==> src/rtl/sd_pkg.sv <==
// Shared definitions for the SD sector server: sector geometry and FSM encoding.
package sd_pkg;

  localparam int SECTOR_SIZE = 512;
  localparam int OFFSET_W    = 9;

  typedef enum logic [2:0] {
    S_IDLE    = 3'd0,
    S_RD_REQ  = 3'd1,
    S_RD_PUT  = 3'd2,
    S_WR_ADDR = 3'd3,
    S_WR_REQ  = 3'd4,
    S_DONE    = 3'd5
  } sd_state_t;

endpackage

==> src/rtl/sd_sector_server.sv <==
// Serves 512-byte sector reads/writes between an SD sector buffer and a byte memory.
// Out-of-range sectors read as zeros and discard writes without touching memory.
module sd_sector_server
  import sd_pkg::*;
#(
  parameter int ADDR_W = 25
) (
  input  logic              clk_sys,
  input  logic              reset,
  input  logic [31:0]       sd_lba,
  input  logic              sd_rd,
  input  logic              sd_wr,
  output logic              sd_ack,
  output logic [8:0]        sd_buff_addr,
  output logic [7:0]        sd_buff_dout,
  output logic              sd_buff_wr,
  input  logic [7:0]        sd_buff_din,
  input  logic [63:0]       img_size,
  output logic [ADDR_W-1:0] mem_addr,
  output logic              mem_rd,
  output logic              mem_wr,
  output logic [7:0]        mem_wdata,
  input  logic [7:0]        mem_rdata,
  input  logic              mem_ready
);

  sd_state_t           state;
  logic [OFFSET_W-1:0] offset;
  logic                in_range;
  logic                req_in_range;
  logic                last;

  assign req_in_range = (img_size != 64'd0) && (sd_lba < img_size[40:9]);
  assign last         = (offset == OFFSET_W'(SECTOR_SIZE - 1));
  // The buffer address is the offset register itself, so it idles at 0.
  assign sd_buff_addr = offset;

  // Transfer FSM; the upper mem_addr bits hold the captured LBA for the whole sector.
  always_ff @(posedge clk_sys) begin
    if (reset) begin
      state        <= S_IDLE;
      offset       <= '0;
      in_range     <= 1'b0;
      sd_ack       <= 1'b0;
      sd_buff_wr   <= 1'b0;
      sd_buff_dout <= 8'h00;
      mem_rd       <= 1'b0;
      mem_wr       <= 1'b0;
      mem_addr     <= '0;
      mem_wdata    <= 8'h00;
    end else begin
      sd_buff_wr <= 1'b0;
      case (state)
        S_IDLE: begin
          if (sd_rd || sd_wr) begin
            in_range <= req_in_range;
            offset   <= '0;
            sd_ack   <= 1'b1;
            mem_addr <= {sd_lba[ADDR_W-10:0], {OFFSET_W{1'b0}}};
            if (sd_rd) begin
              mem_rd <= req_in_range;
              state  <= S_RD_REQ;
            end else begin
              state  <= S_WR_ADDR;
            end
          end
        end
        S_RD_REQ: begin
          if (!in_range) begin
            sd_buff_dout <= 8'h00;
            sd_buff_wr   <= 1'b1;
            state        <= S_RD_PUT;
          end else if (mem_ready) begin
            mem_rd       <= 1'b0;
            sd_buff_dout <= mem_rdata;
            sd_buff_wr   <= 1'b1;
            state        <= S_RD_PUT;
          end
        end
        S_RD_PUT: begin
          offset                  <= offset + 9'd1;
          mem_addr[OFFSET_W-1:0]  <= offset + 9'd1;
          if (last) begin
            sd_ack <= 1'b0;
            state  <= S_DONE;
          end else begin
            mem_rd <= in_range;
            state  <= S_RD_REQ;
          end
        end
        S_WR_ADDR: begin
          state <= S_WR_REQ;
        end
        S_WR_REQ: begin
          // First WR_REQ cycle latches the buffer byte before raising mem_wr.
          if (in_range && !mem_wr) begin
            mem_wdata <= sd_buff_din;
            mem_wr    <= 1'b1;
          end else if (!in_range || mem_ready) begin
            mem_wr                 <= 1'b0;
            offset                 <= offset + 9'd1;
            mem_addr[OFFSET_W-1:0] <= offset + 9'd1;
            if (last) begin
              sd_ack <= 1'b0;
              state  <= S_DONE;
            end else begin
              state  <= S_WR_ADDR;
            end
          end
        end
        S_DONE: begin
          state <= S_IDLE;
        end
        default: begin
          state <= S_IDLE;
        end
      endcase
    end
  end

endmodule

==> config.mk <==
export PLATFORM = sky130hd
export DESIGN_NAME = sd_sector_server
export DESIGN_NICKNAME = d
export VERILOG_FILES = /design/src/rtl/sd_pkg.sv /design/src/rtl/sd_sector_server.sv
export SDC_FILE = /design/constraint.sdc
export NUM_CORES = 1
export LEC_CHECK = 0
export ABC_AREA = 1
export CORE_MARGIN = 2
export CORE_UTILIZATION = 39
export CTS_CLUSTER_DIAMETER = 200
export CTS_CLUSTER_SIZE = 14
export DETAILED_ROUTE_END_ITERATION = 6
export PLACE_DENSITY = 0.82
export SLEW_MARGIN = 10
export SYNTH_ARGS = -nofsm -noshare
export SYNTH_HDL_FRONTEND = slang
export SYNTH_SLANG_ARGS = --single-unit
==> constraint.sdc <==
create_clock -name clk_sys -period 2.5 [get_ports clk_sys]
set_input_delay 0.5 -clock clk_sys [delete_from_list [all_inputs] [get_ports clk_sys]]
set_output_delay 0.5 -clock clk_sys [all_outputs]
set_load 0.01 [all_outputs]
==> impl_metrics.env, run 1 <==
export IMPL_outcome="completed"
export IMPL_drt_total_wl_mm=8.830
export IMPL_cp_start_kind="register"
export IMPL_grt_pass1_vias=3318
export IMPL_antenna_cells=0
export IMPL_rows=32
export IMPL_power_density_mw_per_mm2=476.4
export IMPL_clock_latency_ns=0.30
export IMPL_htree_levels=2
export IMPL_antenna_found_initial=0
export IMPL_ys_warn_count=0
export IMPL_portBuffers=170
export IMPL_post_cts_buffers=0
export IMPL_yosysUniqueCellTypes=32
export IMPL_vias_per_cell=4.771
export IMPL_synth_cells=460
export IMPL_clockBufferDepth=2
export IMPL_grt_remaining_overflow=0
export IMPL_drtPass1Iterations=4
export IMPL_syn_num_nets=610
export IMPL_fillCellCount=668
export IMPL_min_path_type="reg2reg"
export IMPL_setup_slack_ns=0.2921
export IMPL_fin_crit_sh=0.8832
export IMPL_layout_drive_gt1_share=0.04494
export IMPL_worstMarginPinSlew_ns=0.4517
export IMPL_fp_coreArea_mm2=0.007687
export IMPL_die_x_um=92.97
export IMPL_final_hold_viol_count=0
export IMPL_cts_sinks=49
export IMPL_setup_tns_final_ns=0
export IMPL_start_util=0.4015
export IMPL_root_buffer="clkbuf_8"
export IMPL_wl_per_cell_um=12.18
export IMPL_synth_area_mm2=0.003087
export IMPL_required_ns=2.73
export IMPL_setup_viol=0
export IMPL_dieHeight_um=92.97
export IMPL_routabilityCongestion=0.8412
export IMPL_ys_seq_area_frac=0.3178
export IMPL_min_period_ns=2.208
export IMPL_synth_area_per_cell_um2=6.710
export IMPL_cp_max_fo=6
export IMPL_path_common_cell="inv_1"
export IMPL_cts_resized=0
export IMPL_cp_cell_sequence="ha_1 > inv_1 > nor4_1 > inv_1 > nor3_1 > ha_1 > inv_1 > o22ai_1 > nor3b_1 > o21a_1 > a21oi_1"
export IMPL_postCtsHoldBufs=0
export IMPL_final_max_slew_viol_count=0
export IMPL_cts_tree="yes"
export IMPL_nets=772
export IMPL_die_area_mm2=0.008642
export IMPL_worstSetupPathType="reg2reg"
export IMPL_grt_first_pass_wirelength_mm=14.48
export IMPL_clkTransAtPathRegs_ns=0.09
export IMPL_grt_max_degree=19
export IMPL_max_stage_delay_ns=0.43
export IMPL_crit_slowest_cell="dfxtp_1"
export IMPL_ant_nets=0
export IMPL_grt_setup_unrepaired="no"
export IMPL_max_slew_margin=0.6985
export IMPL_area_growth_pct=59.75
export IMPL_final_core_util=0.6414
export IMPL_finClkSkew_ns=0.006969
export IMPL_cts_buffers=5
export IMPL_p_leak_uw=0.002101
export IMPL_drc_errors=0
export IMPL_place_ws_ns=0.2169
export IMPL_cap_violations=0
export IMPL_grt_use_total=0.2056
export IMPL_drtIter0Drc=105
export IMPL_crit_arrival_ns=2.44
export IMPL_end_kind="register"
export IMPL_irDropWorstVdd_uv=274.2
export IMPL_place_hpwl_mm=7.498
export IMPL_ys_ff_latch=49
export IMPL_io_pins=171
export IMPL_via_count=3459
export IMPL_max_clock_freq_mhz=452.9
==> cells by family after synthesis <==
group,after synthesis,synth area share
AOI/OAI and AO/OA,83,0.1435
xor gates and xnor gates,1,0.002838
adders and majority gates,33,0.1338
buffers and inverters,81,0.1131
DFF,49,0.3178
and+or+nand+nor,213,0.2890
==> placed cells by master, fill, tap and decap left out, types with 7 or more instances in the layout <==
master / netlist / layout
clkdlybuf4s50_1: 0 / 170
nor2_1: 98 / 98
nand2_1: 72 / 72
inv_1: 59 / 59
dfxtp_1: 49 / 49
a21oi_1: 37 / 37
o21ai_0: 34 / 34
ha_1: 33 / 33
nand3_1: 18 / 18
nor3_1: 9 / 9
clkbuf_8: 0 / 7
==> state kept, by name (all words and copies together), names as in the netlist <==
signal / cells
sd_ack: 1
sd_buff_dout: 8
mem_rd: 1
mem_addr: 16
state: 3
in_range: 1
sd_buff_addr: 9
mem_wr: 1
mem_wdata: 8
sd_buff_wr: 1
==> cell usage after synthesis <==
cell type / instances / area (um2)
inv_1: 59 / 221.5
o21a_1: 3 / 22.52
xnor2_1: 1 / 8.760
nand3_1: 18 / 90.09
buf_4: 9 / 67.56
o21ai_1: 1 / 5.000
a21oi_1: 37 / 185.2
a211oi_1: 1 / 7.510
and3_1: 1 / 6.260
a31oi_1: 1 / 6.260
ha_1: 33 / 412.9
a22oi_1: 1 / 7.510
nor3_2: 2 / 20.02
nor2_1: 98 / 367.9
nand2_1: 72 / 270.3
nor3_1: 9 / 45.04
nor4_1: 1 / 6.260
o22ai_1: 2 / 12.51
buf_2: 3 / 15.01
nor2_2: 1 / 6.260
a21oi_2: 2 / 17.52
buf_6: 1 / 11.26
nor3b_1: 1 / 7.510
o21ai_0: 34 / 170.2
or2_2: 2 / 12.51
nand4_1: 3 / 18.77
nand2_2: 3 / 18.77
o21ai_2: 1 / 8.760
dfxtp_1: 49 / 980.9
clkbuf_1: 6 / 22.52
nor2_4: 2 / 22.52
inv_2: 3 / 11.26
==> through the flow <==
| stage | instances | power [uW] | cell area [um2] | hold WS, ns |
|---|---|---|---|---|
| after detailed placement | 717 | 1864 | 4830 | 0.4605 |
| after CTS | 725 | 2369 | 4931 | 0.4740 |
| after global placement | 717 | 1839 | 4830 | 0.4525 |
| after global routing | 725 | 2514 | 4931 | 0.4847 |
| after floorplan | 460 | 1395 | 3087 | 0.4900 |
| final | 725 | 2349 | 4931 | 0.4726 |
==> power by group <==
part / internal, uW / switching (uW)
clock: 250 / 254
sequential: 874 / 55.2
combinational: 465 / 451
total: 1590 / 760
==> metal layers <==
layer	part of all wire	vias to the layer above	GRT usage	wire [um]
met3	0.081	12	0.05533	714
met4	0.017	0	0.05760	146
li1	-	1790	-	-
met5	0	-	0	0
met1	0.41	1526	0.2269	3579
met2	0.50	131	0.3835	4390
==> critical path: cells and delay by family (launching register included) <==
family | cells | cell delay, ns
AO/OA/AOI/OAI | 3 | 0.40
adder cells (fa/ha/maj) | 2 | 0.43
buffers and inverters | 3 | 0.26
flip-flops | 1 | 0.43
AND/OR/NAND/NOR | 3 | 0.60
==> worst paths after layout <==
| kind | from | end | slack (ns) | cells after the start |
|---|---|---|---|---|
| setup / recovery | sd_buff_addr[0] | mem_rd | 0.29 | 11 |
| hold / removal | sd_buff_dout[1] | sd_buff_dout[1] | 0.47 | 2 |
| setup reg to reg | sd_buff_addr[0] | mem_rd | 0.29 | 11 |
| hold reg to reg | sd_buff_dout[1] | sd_buff_dout[1] | 0.47 | 2 |
==> area by class of cell <==
type	instances	area, um2	share of cell area
inverter	62	232.7	0.04720
clock inverter	1	5.005	0.001015
multi-input combinational	330	1757	0.3563
tap	102	127.6	0.02588
timing repair buffer	174	1732	0.3512
clock buffer	7	96.34	0.01954
sequential	49	980.9	0.1989
Power figures use the tool's default switching activity.
==> inputs of run 2 (changes only) <==
--- a/config.mk
+++ b/config.mk
@@ -6,12 +6,15 @@
 export NUM_CORES = 1
 export LEC_CHECK = 0
 export ABC_AREA = 1
+export CAP_MARGIN = 15
 export CORE_MARGIN = 2
 export CORE_UTILIZATION = 39
 export CTS_CLUSTER_DIAMETER = 200
 export CTS_CLUSTER_SIZE = 14
 export DETAILED_ROUTE_END_ITERATION = 6
+export GPL_ROUTABILITY_DRIVEN = 0
 export PLACE_DENSITY = 0.82
+export SKIP_LAST_GASP = 1
 export SLEW_MARGIN = 10
 export SYNTH_ARGS = -nofsm -noshare
 export SYNTH_HDL_FRONTEND = slang
==> results of run 2 <==
No change in the layout: final DEF, timing and power equal those of run 1.
